<file path="src/rtl/nibble_adder_scheduler.sv">
// Round-robin shared 4-bit adder: two requesters, WIDTH-bit add one nibble per cycle,
// carry chained through a register, result returned over a valid/ready channel.
module nibble_adder_scheduler #(
  parameter int unsigned WIDTH = 16
) (
  input  logic             clk,
  input  logic             rst,
  input  logic             req0_valid,
  output logic             req0_ready,
  input  logic [WIDTH-1:0] req0_a,
  input  logic [WIDTH-1:0] req0_b,
  input  logic             req0_cin,
  input  logic             req1_valid,
  output logic             req1_ready,
  input  logic [WIDTH-1:0] req1_a,
  input  logic [WIDTH-1:0] req1_b,
  input  logic             req1_cin,
  output logic             resp_valid,
  input  logic             resp_ready,
  output logic [WIDTH-1:0] resp_sum,
  output logic             resp_cout,
  output logic             resp_id
);

  localparam int unsigned NIBBLES = WIDTH / 4;
  localparam int unsigned KW      = (NIBBLES > 1) ? $clog2(NIBBLES) : 1;
  localparam logic [KW-1:0] K_LAST = KW'(NIBBLES - 1);

  typedef enum logic [1:0] {IDLE, RUN, DONE} state_t;

  state_t           state, state_nxt;
  logic [WIDTH-1:0] a_q, b_q;
  logic             carry_q;
  logic [KW-1:0]    k_q;
  logic             last_grant;

  logic             any_valid_c, grant_c, accept_c;
  logic [3:0]       nib_a_c, nib_b_c, add_sum_c;
  logic             add_cout_c;

  // Round-robin pick: a lone requester wins, a tie goes to the one not served last.
  always_comb begin
    any_valid_c = req0_valid | req1_valid;
    grant_c     = (req0_valid && req1_valid) ? ~last_grant : req1_valid;
  end

  assign req0_ready = (state == IDLE) && any_valid_c && !grant_c;
  assign req1_ready = (state == IDLE) && any_valid_c &&  grant_c;
  assign accept_c   = req0_ready | req1_ready;

  // The single shared 4-bit adder, fed nibble k of the captured operands.
  always_comb begin
    nib_a_c = 4'(a_q >> {k_q, 2'b00});
    nib_b_c = 4'(b_q >> {k_q, 2'b00});
    {add_cout_c, add_sum_c} = 5'(nib_a_c) + 5'(nib_b_c) + 5'(carry_q);
  end

  always_comb begin
    state_nxt = state;
    case (state)
      IDLE:    if (accept_c)       state_nxt = RUN;
      RUN:     if (k_q == K_LAST)  state_nxt = DONE;
      DONE:    if (resp_ready)     state_nxt = IDLE;
      default:                     state_nxt = IDLE;
    endcase
  end

  always_ff @(posedge clk or posedge rst) begin
    if (rst) state <= IDLE;
    else     state <= state_nxt;
  end

  // Operand capture, nibble sequencing and response registers.
  always_ff @(posedge clk or posedge rst) begin
    if (rst) begin
      a_q        <= '0;
      b_q        <= '0;
      carry_q    <= 1'b0;
      k_q        <= '0;
      last_grant <= 1'b1;
      resp_valid <= 1'b0;
      resp_sum   <= '0;
      resp_cout  <= 1'b0;
      resp_id    <= 1'b0;
    end else begin
      case (state)
        IDLE: begin
          if (accept_c) begin
            a_q        <= grant_c ? req1_a   : req0_a;
            b_q        <= grant_c ? req1_b   : req0_b;
            carry_q    <= grant_c ? req1_cin : req0_cin;
            resp_id    <= grant_c;
            last_grant <= grant_c;
            k_q        <= '0;
          end
        end
        RUN: begin
          resp_sum[{k_q, 2'b00} +: 4] <= add_sum_c;
          carry_q   <= add_cout_c;
          resp_cout <= add_cout_c;
          k_q       <= k_q + 1'b1;
          if (k_q == K_LAST) resp_valid <= 1'b1;
        end
        DONE: begin
          if (resp_ready) resp_valid <= 1'b0;
        end
        default: ;
      endcase
    end
  end

endmodule

</file>
<file path="config.mk">
export PLATFORM = sky130hd
export DESIGN_NAME = nibble_adder_scheduler
export DESIGN_NICKNAME = d
export VERILOG_FILES = /design/src/rtl/nibble_adder_scheduler.sv
export SDC_FILE = /design/constraint.sdc
export NUM_CORES = 1
export LEC_CHECK = 0
export CAP_MARGIN = 20
export CORE_AREA = 2 2 85 87
export DETAILED_ROUTE_END_ITERATION = 16
export DIE_AREA = 0 0 87 89
export GPL_TIMING_DRIVEN = 0
export PLACE_DENSITY = 0.75
export SYNTH_ARGS = -nofsm -noshare
export SYNTH_HDL_FRONTEND = slang
export SYNTH_SLANG_ARGS = --single-unit
</file>
<file path="constraint.sdc">
create_clock -name clk -period 2.34 [get_ports clk]
set_input_delay 0.702 -clock clk [delete_from_list [all_inputs] [get_ports clk]]
set_output_delay 0.702 -clock clk [all_outputs]
set_load 0.005 [all_outputs]
</file>
==> results.ini <==
[worst_setup_path]
cp-start-kind=flip-flop
worstSetupPathType=flip-flop to flip-flop
cp-startpoint=k_q[0]
crit_fanout=4
worstPathRequired_ps=2580
crit_path_end_kind=flip-flop
r2r-start=k_q[0]
rr_endpoint=carry_q
rrSetupSlack_ps=30
critical_path_arrival_ps=2550
r2r_cells=9

[clock_network]
clk_path_buf_depth=2
htree_num_levels=3
clk_pin_slew_worst_paths_ps=70
cts_tree=done
worstSkewPairLatency_ps=340
cts_hold_buf=0
cts_root_buffer=clkbuf_8
cts_made_buffers=9
clkSinkCount=57

[power]
irDropWorstVdd_mv=0.590
fin_total_pwr_mw=5.44
leakagePower_nw=1.96
powerDensity_nw_per_um2=1350

[synth]
yosys_warnings=0
synth_nets=310
synth_cell_types=31
ys_ff_latch=57
synth-simple-area-share_pct=5.64
synth_compound_area_share_pct=20.3
synth.cell_area_um2=2750
synthCells=228
ys.flop_type=dfrtp_1
synth.area.mux_share_pct=6.91
synth-edff-count=0
syn_avg_cell_area_um2=12.1
yosysSeqAreaShare_pct=51.9
synth_top_family_by_area=compound AO/OA/AOI/OAI gates
async_reset_ff_share_pct=100
synth-xor-area-share_pct=0.318
synth_fa_ha_area_share_pct=5.55

[worst_hold_path]
min_from=resp_id
min_path_type=flip-flop to flip-flop
whs_path_depth=1
min_to=resp_id

[die]
io_pins=92
core-area_um2=6720
die_h_um=89
dieArea_um2=7740
initial_core_util_pct=40.9
num_rows=30
die_w_um=87

[sta]
post-route-min-period_ps=2310
finalCritPeriodShare_pct=98.7
slew_viol_final=0
setup_tns_ps=0
setup_viol_count_final=0
fin_ws_ps=30.9
hold_viol=0
skew_ps=10.2
rsz0062_at_grt=yes
slew_headroom_pct=57.8
clock.fmax_ghz=0.433
worst_pin_slew_ps=629

[placed_design]
port_buffers=91
gp_congestion=0.837
place_hpwl_um=5320
pre_cts_ws_ps=-783
dpl-instance-area_um2=3790

[final_layout]
final_cell_mix=clkdlybuf4s50_1 (87), dfrtp_1 (55), inv_1 (38), a222oi_1 (32), a22o_1 (16)
utilization_pct=60.2
synthToLayoutAreaGrowth_pct=46.9
design_area_um2=4040
final_nets=419
final_common_cell=clkdlybuf4s50_1
multi_input_area_um2=1110
regArea_um2=1430
diodes=0
drive_above_1_share_pct=18.4
nFillCells=528

[routing]
vias_per_cell=5.53
vias=2335
remaining_drc_errors=0
wire_per_inst_um=17.5
drtPass1Iterations=6
final_antenna_net_count=0
wl_um=7370
first_iter_violations=290

[grt]
overflow=0
grt_use_total_pct=20.3
grt_pass1_wl_um=11600
grt_pass1_vias=2410
grt_max_degree=37
antenna_found_initial=0

[status]
status=complete, no violations

[flow_run]
max-cap-violations=0

-- per-layer routing --
| metal | track usage (%) | share of wire, % |
|---|---|---|
| met1 | 24.8 | 41 |
| met2 | 34.2 | 51 |
| met3 | 3.60 | 6.4 |
| met4 | 11.1 | 2.1 |
| met5 | 0 | 0 |
-- registers in the layout, indices dropped and copies added (netlist names) --
name and flops:
a_q 16, state 2, resp_valid 1, last_grant 1, k_q 2, resp_sum 16
carry_q 1, resp_cout 1, b_q 16, resp_id 1
-- power by group --
group          internal, mW  switching, mW  total (mW)
clock                 0.406          0.383       0.789
sequential             1.44          0.291        1.73
combinational          1.48           1.44        2.92
-- metrics by stage --
step	hold slack [ps]	cells
after floorplan	454	228
after global routing	506	422
after CTS	493	422
after global placement	464	399
after detailed placement	477	400
final	490	422
-- cell families after synthesis --
kind of cell,after synthesis
AOI/OAI and AO/OA,65
DFF,57
buffers and inverters,54
and+or+nand+nor,31
adders and majority gates,11
muxes,9
xor gates and xnor gates,1
-- Yosys cell counts (5+ instances only) --
library cell	count	area share, %
nand2_1	11	1.5
a222oi_1	32	12
nor2_1	6	0.82
a21oi_1	5	0.91
o21ai_0	6	1.1
buf_2	5	0.91
ha_1	9	4.1
buf_6	6	2.5
a22o_1	16	5.1
mux4_2	8	6.5
inv_1	41	5.6
dfrtp_1	56	51
-- repair_timing --
item,CTS,global route
resized for setup,18,10
endpoints found under the setup margin,16,14
setup buffers,8,0
pin swaps,2,6
-- worst max-delay path, cell delays in order, from the launching register on --
cell,delay (ps)
dfrtp_2,410
buf_8,120
mux4_2,530
fa_2,390
inv_2,70
fa_2,200
nor2b_2,60
o21ai_2,160
a21oi_2,80
a22o_1,180
-- how the worst max path moves through the flow --
stage                       endpoint  slack (ps)
after floorplan              carry_q           7
after global placement        k_q[0]        -900
after detailed placement  req1_ready        -780
after CTS                    carry_q          20
after global routing         carry_q         -50
final                        carry_q          30
-- cell type report --
cell class	instances	area share, %
Clock inverter	4	0.495
Multi-Input combinational cell	117	27.4
Sequential cell	57	35.3
Buffer	11	2.51
Timing Repair Buffer	100	24.4
Clock buffer	12	3.59
Inverter	41	3.81
Tap cell	80	2.48
(Power assumes the default switching activity.)
